$ cat src/rtl/spgd_pkg.sv
// Shared constants and types for the SPGD perturbation sequencer and its metric averager.
package spgd_pkg;

  localparam int unsigned METRIC_W_DEF = 32;
  localparam int unsigned STATE_W      = 3;

  localparam logic [1:0] DAC_SEL_ZERO  = 2'b00;
  localparam logic [1:0] DAC_SEL_PLUS  = 2'b01;
  localparam logic [1:0] DAC_SEL_MINUS = 2'b10;
  localparam logic [1:0] DAC_SEL_NOM   = 2'b11;

  typedef enum logic [STATE_W-1:0] {
    ST_IDLE     = 3'd0,
    ST_SETTLE_P = 3'd1,
    ST_ACC_P    = 3'd2,
    ST_SETTLE_M = 3'd3,
    ST_ACC_M    = 3'd4,
    ST_UPDATE   = 3'd5
  } state_t;

  // Limit the requested averaging exponent to what the accumulator can hold.
  function automatic logic [3:0] clamp_shift(input logic [3:0] shift, input logic [3:0] max_shift);
    return (shift > max_shift) ? max_shift : shift;
  endfunction

endpackage

$ cat src/rtl/spgd_metric_avg.sv
// Power-of-two metric averager shared by the U+ and U- phases; done/avg are combinational
// so the sequencer can take the result on the edge that accepts the last sample.
module spgd_metric_avg
  import spgd_pkg::*;
#(
  parameter int unsigned METRIC_W      = METRIC_W_DEF,
  parameter int unsigned MAX_AVG_SHIFT = 8
) (
  input  logic                clk,
  input  logic                rst,
  input  logic                clear,
  input  logic                en,
  input  logic                valid,
  input  logic [METRIC_W-1:0] sample,
  input  logic [3:0]          shift,
  output logic                done_c,
  output logic [METRIC_W-1:0] avg_c
);

  localparam int unsigned ACC_W = METRIC_W + MAX_AVG_SHIFT;
  localparam int unsigned CNT_W = MAX_AVG_SHIFT + 1;

  logic [ACC_W-1:0] acc;
  logic [ACC_W-1:0] sum_c;
  logic [CNT_W-1:0] cnt;
  logic [CNT_W-1:0] last_c;

  assign sum_c  = acc + ACC_W'(sample);
  assign last_c = (CNT_W'(1) << shift) - CNT_W'(1);
  assign done_c = en && valid && (cnt == last_c);
  assign avg_c  = METRIC_W'(sum_c >> shift);

  always_ff @(posedge clk) begin
    if (rst || clear || done_c) begin
      acc <= '0;
      cnt <= '0;
    end else if (en && valid) begin
      acc <= sum_c;
      cnt <= cnt + CNT_W'(1);
    end
  end

endmodule

$ cat src/rtl/spgd_dac_sequencer.sv
// SPGD iteration sequencer: drives the DAC select through U+/U- settle and averaging phases,
// then presents J+/J-/delta to the gradient-update engine with a req/ack handshake.
module spgd_dac_sequencer
  import spgd_pkg::*;
#(
  parameter int unsigned METRIC_W      = METRIC_W_DEF,
  parameter int unsigned SETTLE_W      = 16,
  parameter int unsigned MAX_AVG_SHIFT = 8
) (
  input  logic                CLK,
  input  logic                RST,
  input  logic                ENABLE,
  input  logic                START,
  input  logic                CONTINUOUS,
  input  logic                STOP,
  input  logic [SETTLE_W-1:0] SETTLE_CYCLES,
  input  logic [3:0]          AVG_SHIFT,
  input  logic [METRIC_W-1:0] METRIC_IN,
  input  logic                METRIC_VALID,
  input  logic                UPDATE_ACK,
  output logic [1:0]          DAC_SEL,
  output logic [METRIC_W-1:0] J_PLUS,
  output logic [METRIC_W-1:0] J_MINUS,
  output logic [METRIC_W:0]   DELTA_J,
  output logic                UPDATE_REQ,
  output logic                BUSY,
  output logic                ITER_DONE
);

  state_t              state;
  logic [SETTLE_W-1:0] settle_cnt;
  logic [SETTLE_W-1:0] settle_lat;
  logic [3:0]          shift_lat;
  logic                cont_lat;
  logic                run_active;
  logic                stop_pending;
  logic                ran;
  logic                acc_en_c;
  logic                avg_done_c;
  logic [METRIC_W-1:0] avg_c;

  assign acc_en_c = (state == ST_ACC_P) || (state == ST_ACC_M);

  spgd_metric_avg #(
    .METRIC_W      (METRIC_W),
    .MAX_AVG_SHIFT (MAX_AVG_SHIFT)
  ) u_avg (
    .clk    (CLK),
    .rst    (RST),
    .clear  (!ENABLE),
    .en     (acc_en_c),
    .valid  (METRIC_VALID),
    .sample (METRIC_IN),
    .shift  (shift_lat),
    .done_c (avg_done_c),
    .avg_c  (avg_c)
  );

  always_ff @(posedge CLK) begin
    if (RST) begin
      state        <= ST_IDLE;
      DAC_SEL      <= DAC_SEL_ZERO;
      J_PLUS       <= '0;
      J_MINUS      <= '0;
      DELTA_J      <= '0;
      UPDATE_REQ   <= 1'b0;
      BUSY         <= 1'b0;
      ITER_DONE    <= 1'b0;
      settle_cnt   <= '0;
      settle_lat   <= '0;
      shift_lat    <= '0;
      cont_lat     <= 1'b0;
      run_active   <= 1'b0;
      stop_pending <= 1'b0;
      ran          <= 1'b0;
    end else if (!ENABLE) begin
      // Results are kept so the update engine can still read the last good pair.
      state        <= ST_IDLE;
      DAC_SEL      <= DAC_SEL_ZERO;
      UPDATE_REQ   <= 1'b0;
      BUSY         <= 1'b0;
      ITER_DONE    <= 1'b0;
      settle_cnt   <= '0;
      run_active   <= 1'b0;
      stop_pending <= 1'b0;
      ran          <= 1'b0;
    end else begin
      ITER_DONE <= 1'b0;
      if (STOP && run_active) stop_pending <= 1'b1;
      case (state)
        ST_IDLE: begin
          DAC_SEL <= ran ? DAC_SEL_NOM : DAC_SEL_ZERO;
          if (START) begin
            state        <= ST_SETTLE_P;
            DAC_SEL      <= DAC_SEL_PLUS;
            BUSY         <= 1'b1;
            settle_cnt   <= SETTLE_CYCLES;
            settle_lat   <= SETTLE_CYCLES;
            shift_lat    <= clamp_shift(AVG_SHIFT, 4'(MAX_AVG_SHIFT));
            cont_lat     <= CONTINUOUS;
            run_active   <= 1'b1;
            stop_pending <= STOP;
          end
        end
        ST_SETTLE_P: begin
          if (settle_cnt == '0) state <= ST_ACC_P;
          else settle_cnt <= settle_cnt - SETTLE_W'(1);
        end
        ST_ACC_P: begin
          if (avg_done_c) begin
            J_PLUS     <= avg_c;
            state      <= ST_SETTLE_M;
            DAC_SEL    <= DAC_SEL_MINUS;
            settle_cnt <= settle_lat;
          end
        end
        ST_SETTLE_M: begin
          if (settle_cnt == '0) state <= ST_ACC_M;
          else settle_cnt <= settle_cnt - SETTLE_W'(1);
        end
        ST_ACC_M: begin
          if (avg_done_c) begin
            J_MINUS    <= avg_c;
            DELTA_J    <= {1'b0, J_PLUS} - {1'b0, avg_c};
            state      <= ST_UPDATE;
            DAC_SEL    <= DAC_SEL_NOM;
            UPDATE_REQ <= 1'b1;
          end
        end
        ST_UPDATE: begin
          if (UPDATE_ACK) begin
            UPDATE_REQ <= 1'b0;
            ITER_DONE  <= 1'b1;
            ran        <= 1'b1;
            // A STOP arriving on the ack cycle still ends the run here.
            if (cont_lat && !(stop_pending || STOP)) begin
              state      <= ST_SETTLE_P;
              DAC_SEL    <= DAC_SEL_PLUS;
              settle_cnt <= settle_lat;
            end else begin
              state        <= ST_IDLE;
              DAC_SEL      <= DAC_SEL_NOM;
              BUSY         <= 1'b0;
              run_active   <= 1'b0;
              stop_pending <= 1'b0;
            end
          end
        end
        default: state <= ST_IDLE;
      endcase
    end
  end

endmodule

$ cat config.mk
export PLATFORM = sky130hd
export DESIGN_NAME = spgd_dac_sequencer
export DESIGN_NICKNAME = d
export VERILOG_FILES = /design/src/rtl/spgd_pkg.sv /design/src/rtl/spgd_metric_avg.sv /design/src/rtl/spgd_dac_sequencer.sv
export SDC_FILE = /design/constraint.sdc
export NUM_CORES = 1
export LEC_CHECK = 0
export ABC_AREA = 1
export CORE_MARGIN = 2
export CORE_UTILIZATION = 60
export CTS_BUF_LIST = sky130_fd_sc_hd__clkbuf_4 sky130_fd_sc_hd__clkbuf_8
export CTS_CLUSTER_SIZE = 24
export DETAILED_ROUTE_END_ITERATION = 8
export PLACE_DENSITY_LB_ADDON = 0.12
export SETUP_SLACK_MARGIN = 0.05
export SYNTH_ARGS = -nofsm -noshare
export SYNTH_HDL_FRONTEND = slang
export SYNTH_SLANG_ARGS = --single-unit
$ cat constraint.sdc
create_clock -name CLK -period 9.2 [get_ports CLK]
set_clock_uncertainty 0.05 [all_clocks]
set_input_delay 1.38 -clock CLK [delete_from_list [all_inputs] [get_ports CLK]]
set_output_delay 1.38 -clock CLK [all_outputs]
set_load 0.05 [all_outputs]
# After elaboration in Yosys (flattened, before gate mapping)
# Cells that the tools add are included.
dict set report classes {
  n_bitwise 2
  magnitude_cmp 1
  eq_ne 15
  reduce_logical 28
  mux 35
  addsub 5
  n_shift 2
}
# cell n
set ops {}
lappend ops {{16-bit 2-to-1 mux} 5}
lappend ops {{16-bit one-hot mux with 4 select lines} 1}
lappend ops {{40-bit by 32-bit adder with 40-bit output} 1}
lappend ops {{40-bit by 4-bit >> shifter with 32-bit output} 1}
lappend ops {{32-bit by 32-bit subtractor with 33-bit output} 1}
lappend ops {{3-bit 2-to-1 mux} 6}
lappend ops {{3-bit one-hot mux with 6 select lines} 1}
lappend ops {{16-bit zero test} 1}
lappend ops {{16-bit by 1-bit subtractor with 16-bit output (second input constant)} 1}
lappend ops {{2-bit inequality test (second input constant)} 7}
lappend ops {{2-bit 2-to-1 mux} 6}
lappend ops {{3-bit AND reduction} 4}
lappend ops {{6-bit AND reduction} 2}
lappend ops {{1-bit 2-to-1 mux} 11}
lappend ops {{9-bit by 1-bit adder with 9-bit output (second input constant)} 1}
lappend ops {{9-bit == test} 1}
lappend ops {{1-bit by 4-bit << shifter with 9-bit output (first input constant)} 1}
lappend ops {{9-bit by 2-bit subtractor with 9-bit output (second input constant)} 1}
lappend ops {{2-bit one-hot mux with 4 select lines} 1}
lappend ops {{4-bit AND reduction} 2}
lappend ops {{4-bit nonzero test} 2}
lappend ops {{3-bit by 2-bit == test with 1-bit output (second input constant)} 2}
lappend ops {{3-bit == test (second input constant)} 2}
lappend ops {{1-bit one-hot mux with 2 select lines} 3}
lappend ops {{other kinds (13)} 24}
dict set report totals {
  regBits 193
  inputBits 60
  out_inout_bits 102
}

# Longest topological paths before layout
# Gate-level depths: netlist of the first run.
dict set report logic_depth {
  word_depth 6
  mapped_depth 39
}

# Cells and area by module
# Synthesis of the first run repeated with hierarchy kept, for this count alone.
dict set report hier_totals {
  hier_cells 2572
  area_unflattened_um2 15190.8
}
# module cells_per_inst area_per_inst_um2 n_inst
set modules_own_cells {}
lappend modules_own_cells {spgd_dac_sequencer 1309 8371.8 1}
lappend modules_own_cells {spgd_metric_avg 1263 6819.0 1}

# Least setup slack after synthesis of the first run
# OpenSTA, ideal clock, no wires.
dict set report synth_timing {
  path_kind {input to register}
  start {input port METRIC_IN[0]}
  end {register DELTA_J[26]}
  arrival_time_ns 5.545
  path_stages 33
  setup_slack_ns 3.487
  setup_ns 0.118
  path_cell_list {ha_1 inv_1 fa_1 inv_1 nand2_1 nand2_1 nand3_1 nand2_1 xnor2_1 nand2_1 nand3_1 o21ai_0 o21ai_0 o211ai_1 ha_1 fa_1 nand3b_1 and2_1 o21ai_0 a31oi_1 o21ai_0 a21o_1 nand2_1 nand2_1 a21oi_2 nor2_2 nand2_1 nand2_2 nand2_1 nand3_1 nand2_1 nor2_1 nor2_1}
}
dict set report synth_between {
  elab_chain_len 3
}
# item line
set synth_rtl {}
lappend synth_rtl {{start: declaration} spgd_dac_sequencer.sv:18} ;# input logic [METRIC_W-1:0] METRIC_IN,
lappend synth_rtl {{40-bit by 32-bit adder with 40-bit output} spgd_metric_avg.sv:28} ;# assign sum_c = acc + ACC_W'(sample);
lappend synth_rtl {{40-bit by 4-bit >> shifter with 32-bit output} spgd_metric_avg.sv:31} ;# assign avg_c = METRIC_W'(sum_c >> shift);
lappend synth_rtl {{named net avg_c[0]} spgd_dac_sequencer.sv:40} ;# logic [METRIC_W-1:0] avg_c;
lappend synth_rtl {{32-bit by 32-bit subtractor with 33-bit output} spgd_dac_sequencer.sv:124} ;# DELTA_J <= {1'b0, J_PLUS} - {1'b0, avg_c};
lappend synth_rtl {{end signal: assignment} spgd_dac_sequencer.sv:124}
lappend synth_rtl {{end: declaration} spgd_dac_sequencer.sv:24} ;# output logic [METRIC_W:0] DELTA_J,
# The timed path passes the listed nets, and every way through them passes these cells.
# A chain may end at the register's enable or synchronous reset.

# Worst setup path in the final report of the first run
# Ends and elaborated chain as after synthesis.

==> reports/results.ini, run 1 <==
[logic_synthesis]
synth-main-ff-cell = dfxtp_1
yosys.area.top_type = dfxtp_1
synth_area_sq_um = 15600
avgSynthCellArea_sq_um = 6.16
ys_types = 57
ys_seq_area_share_pct = 24.8
synth_fp_nets = 2651
yosys.area.top_type_share_pct = 24.8
synth-seq-cells = 193
yosys_warnings = 0
netlist_instances = 2531
synth-edff-count = 0
netlist_top_cells_area = dfxtp_1 25%, nand2_1 16%, nand3_1 9.4%
async_flop_share_pct = 0
synth.top_cells.by_count = 652 x nand2_1, 378 x inv_1, 293 x nand3_1, 193 x dfxtp_1, 151 x nor2_1
post-synth-top-count-cell = nand2_1

[floorplanning]
die_h_um = 165
die-area_sq_um = 27300
num_rows = 59
core-area_sq_um = 25800
io_pins = 162
die_width_um = 165
initial_core_util_pct = 60.5

[finish]
fin_nets = 2757
multiInputGateArea_sq_um = 9820
antenna_cells = 0
fin_cells = 2985
fillers = 2277
register_area_sq_um = 3860
final_layout_size_suffix_gt1_share_pct = 8.87
syn_to_final_growth_pct = 14.0
fin_area_sq_um = 17800

[sta]
slew_headroom_pct = 21.6
post-route-min-period_ps = 6600
setup_viol = 0
period_share_pct = 71.8
drv_slew = 0
finalHoldViolCount = 0
worst_slew_pin_slew_ps = 1170
rsz0062_at_grt = no
tns_ps = 0
fmax_mhz = 151
setup_ws_ps = 2600

[critical_path]
critical_path.max_fanout = 5
start_kind = primary input
critical_path_class = in2reg
cp-end-kind = flip-flop
arrival_ps = 6950
slowest_stage = clkdlybuf4s50_1
required_ps = 9550
cpPeakStageDelay_ps = 460
reg2reg_slack_ps = 3570
crit_path_frequent_cell = nand2_1

[placement]
preCtsSetupSlack_ps = 2210
placedCellCount = 2953
numPortBuffers = 161
routabilityCongestion = 0.970
place_area_sq_um = 17400
hpwl_um = 40200

[power]
power_switching_mw = 0.820
powerDensity_nw_per_um2 = 117
ir_drop_v = 0.000104
pwr-share-seq_pct = 41.7
switching_share_pct = 39.4
leakage_nw = 8.63
power.internal_mw = 1.26
power.share.clock_pct = 29.5
combinationalPowerShare_pct = 28.8

[clocking]
root_buffer = clkbuf_8
cts_buffer_depth = 2
postCtsSetupBuffers = 0
path_clk_slew_ps = 130
cts_hold_buf = 0
cts_tree = built
htree_levels = 4
clk_latency_ps = 500
cts_sinks = 193
cts_buffers = 17
ctsResizeCount = 0

[routing]
vias_per_cell = 5.82
dr.pass1.iters = 6
vias = 17400
drc_errors = 0
wire_per_inst_um = 17.4
ant_nets = 0
drt_iter0_drc = 1918
drt-total-wl_um = 51900

[global_route]
grt.overflow.total = 0
grt_pass1_vias = 15700
grt_pass1_wl_um = 79600
grt_usage_pct = 37.1
antenna_found_initial = 1
grt_max_degree = 97

[run_status]
outcome = finished, final reports clean

[flow_run]
cap_violations = 0

[hold_path]
min_path_type = reg2reg

-- path summary, 6_finish.rpt --
check,endpoint,from,depth (start not counted)
worst max-delay path,DELTA_J[26],METRIC_IN[0],34
worst max register to register,DELTA_J[26],u_avg.acc[0],33
worst min register to register,DELTA_J[2],DELTA_J[2],2
worst min-delay path,DELTA_J[2],DELTA_J[2],2
-- per-stage QoR --
stage / hold WS (ps) / util [%] / total power [mW]
after floorplan: 375 / - / 1.31
after global placement: 388 / 67.4 / 1.45
after detailed placement: 393 / 67.4 / 1.47
after CTS: 412 / 69.0 / 2.06
after global routing: 438 / 69.0 / 2.16
final: 407 / 69.0 / 2.08
-- power by group through the flow --
stage	Sequential (mW)	Clock [mW]	Combinational, mW
floorplan	0.887	0	0.419
global placement	0.885	0	0.567
detailed placement	0.886	0	0.582
CTS	0.867	0.609	0.586
global route	0.870	0.640	0.656
finish	0.868	0.613	0.599
-- worst max-delay path: cells and delay by family --
kind                     cells  cell delay [ps]
AND/OR/NAND/NOR             18             1760
AO/OA/AOI/OAI                8             1680
adder cells (fa/ha/maj)      4             1310
buffers and inverters        3              650
XOR/XNOR                     1              170
-- layout make-up --
class / count / share of cell area (%)
clock buffer: 18 / 1.36
clock inverter: 14 / 1.00
inverter: 405 / 8.55
multi-input combinational: 1843 / 55.3
sequential: 193 / 21.7
tap: 335 / 2.36
timing repair buffer: 177 / 9.74
-- per-layer routing --
| layer | vias up | GRT usage (%) | wire (um) |
|---|---|---|---|
| li1 | 8481 | - | - |
| met1 | 7902 | 47.6 | 21700 |
| met2 | 863 | 61.0 | 23500 |
| met3 | 129 | 7.04 | 4760 |
| met4 | 2 | 15.6 | 1950 |
| met5 | - | 0 | 10 |
-- cell usage in the layout (no fill, tap or decap), types with 19 or more instances in the layout --
master and instances:
nand3_2 46, clkdlybuf4s50_1 161, nor2_2 22, o211ai_1 72, nand3_1 293, nor2_1 151, inv_2 20, xor2_1 21
nand2_1 652, nor3_1 21, ha_1 58, dfxtp_1 193, a21oi_1 129, nand4_1 19, a31oi_1 25, nand2_2 64
o21ai_0 122, inv_1 377
-- cell families after synthesis --
logic type,count (synthesis),synth area share [%]
buffers and inverters,495,12.3
XOR/XNOR,38,2.13
flip-flops,193,24.8
multiplexers,1,0.0642
AO/OA/AOI/OAI,431,16.6
adder cells (fa/ha/maj),60,4.91
AND/OR/NAND/NOR,1313,39.2
-- flip-flops by register name, summed over array words and instances, names as in the netlist, 4 cells and up --
register / flops
DELTA_J: 33
J_MINUS: 32
J_PLUS: 32
settle_cnt: 16
settle_lat: 16
shift_lat: 4
u_avg.acc: 40
u_avg.cnt: 9
(Power assumes the default switching activity.)
==> inputs of run 2 (changes only) <==
==> constraint.sdc (replaced) <==
create_clock -name CLK -period 6.5 [get_ports CLK]
set_clock_uncertainty 0.05 [all_clocks]
set_input_delay 0.975 -clock CLK [delete_from_list [all_inputs] [get_ports CLK]]
set_output_delay 0.975 -clock CLK [all_outputs]
set_load 0.05 [all_outputs]
==> reports/results.ini, run 2 (same netlist as run 1, synthesis figures left out) <==
[sta]
setup_viol = 0
rsz0062_at_grt = yes
fin_hold_ws_ps = 409
finalHoldViolCount = 0
fmax_mhz = 167
tns_ps = 0
slew_headroom_pct = 27.0
period_share_pct = 91.9
worst_slew_pin_slew_ps = 1090
setup_ws_ps = 524
post-route-min-period_ps = 5980
drv_slew = 0

[clocking]
clk_latency_ps = 520
root_buffer = clkbuf_8
cts_sinks = 193
cts_buffers = 17
cts_buffer_depth = 2
htree_levels = 4
cts_tree = built
path_clk_slew_ps = 130
cts_hold_buf = 0

[global_route]
antenna_found_initial = 0
grt_pass1_vias = 15700
grt_usage_pct = 36.6
grt_pass1_wl_um = 78600
grt_max_degree = 117
grt.overflow.total = 0

[critical_path]
critical_path_class = in2reg
start_kind = primary input
critical_path.max_fanout = 3
arrival_ps = 6350
crit_path_frequent_cell = nand2_1
cp-end-kind = flip-flop
cpPeakStageDelay_ps = 460
crit_buf_inv = 6
slowest_stage = clkdlybuf4s50_1
critical_path.top_delay_family = simple AND/OR/NAND/NOR gates
required_ps = 6880

[floorplanning]
die-area_sq_um = 27300
num_rows = 59
initial_core_util_pct = 60.5
io_pins = 162
die_width_um = 165
die_h_um = 165
core-area_sq_um = 25800

[routing]
ant_nets = 0
vias = 17300
vias_per_cell = 5.77
drt_iter0_drc = 2035
drc_errors = 0
dr.pass1.iters = 7
drt-total-wl_um = 50600
wire_per_inst_um = 16.9

[flow_run]
cap_violations = 0

[placement]
placedCellCount = 2959
numPortBuffers = 161
hpwl_um = 39100
preCtsSetupSlack_ps = 8.57
routabilityCongestion = 1.00

[power]
powerDensity_nw_per_um2 = 165
ir_drop_v = 0.000131
leakage_nw = 8.66

[finish]
largest_reg_flops = 40
final_common_cell = nand2_1
antenna_cells = 0
fillers = 2375
syn_to_final_growth_pct = 14.4
fin_nets = 2763
largestRegisters = u_avg.acc (40), DELTA_J (33)
largest-register = u_avg.acc
final_layout_size_suffix_gt1_share_pct = 9.07
layout_common_cells = 652 x nand2_1, 377 x inv_1, 293 x nand3_1, 193 x dfxtp_1, 161 x clkdlybuf4s50_1
fin_cells = 2991

[run_status]
outcome = finished, final reports clean

[hold_path]
min_path_type = reg2reg

## run 2: per-stage QoR
stage / power, mW / utilization, % / cell area (sq um)
detailed placement: 2.08 / 67.6 / 17400
finish: 2.94 / 69.2 / 17800
floorplan: 1.85 / - / 15600
global placement: 2.06 / 67.6 / 17400
global route: 3.07 / 69.2 / 17800
CTS: 2.92 / 69.2 / 17800
## run 2: per-layer routing
metal	wire, um	global-route usage, %
met2	23000	60.1
met3	4490	6.97
met1	21500	47.8
met5	0	0
met4	1530	13.5
## run 2: final cells by class
cell class                      count  area, sq um  share of cell area (%)
Multi-Input combinational cell   1843         9820                    55.0
Sequential cell                   193         3860                    21.7
Timing Repair Buffer              183         1790                    10.0
Inverter                          405         1520                    8.52
Tap cell                          335          419                    2.35
Clock buffer                       18          248                    1.39
Clock inverter                     14          180                    1.01
## run 2: worst min-delay path: stages (launching register included)
cell     delay (ps)
dfxtp_1         320
inv_1            50
a21oi_1          50
## run 2: power by group
| part | internal (mW) | switching, mW | leakage (nW) |
|---|---|---|---|
| Combinational | 0.273 | 0.572 | 6.89 |
| Clock | 0.311 | 0.557 | 0.213 |
| Sequential | 1.21 | 0.0197 | 1.56 |
## run 2: path summary, 6_finish.rpt
check                                    start        endpoint  slack (ps)  cells after the start
worst max register to register    u_avg.acc[0]     DELTA_J[31]        1090                     39
worst min register to register  settle_lat[14]  settle_lat[14]         410                      2
worst min-delay path            settle_lat[14]  settle_lat[14]         410                      2
worst max-delay path              METRIC_IN[0]     DELTA_J[31]         520                     40
## run 2: what timing repair did
item / CTS / global route
resized for setup: 0 / 2
buffers inserted: 0 / 0
setup endpoints to repair: 0 / 6
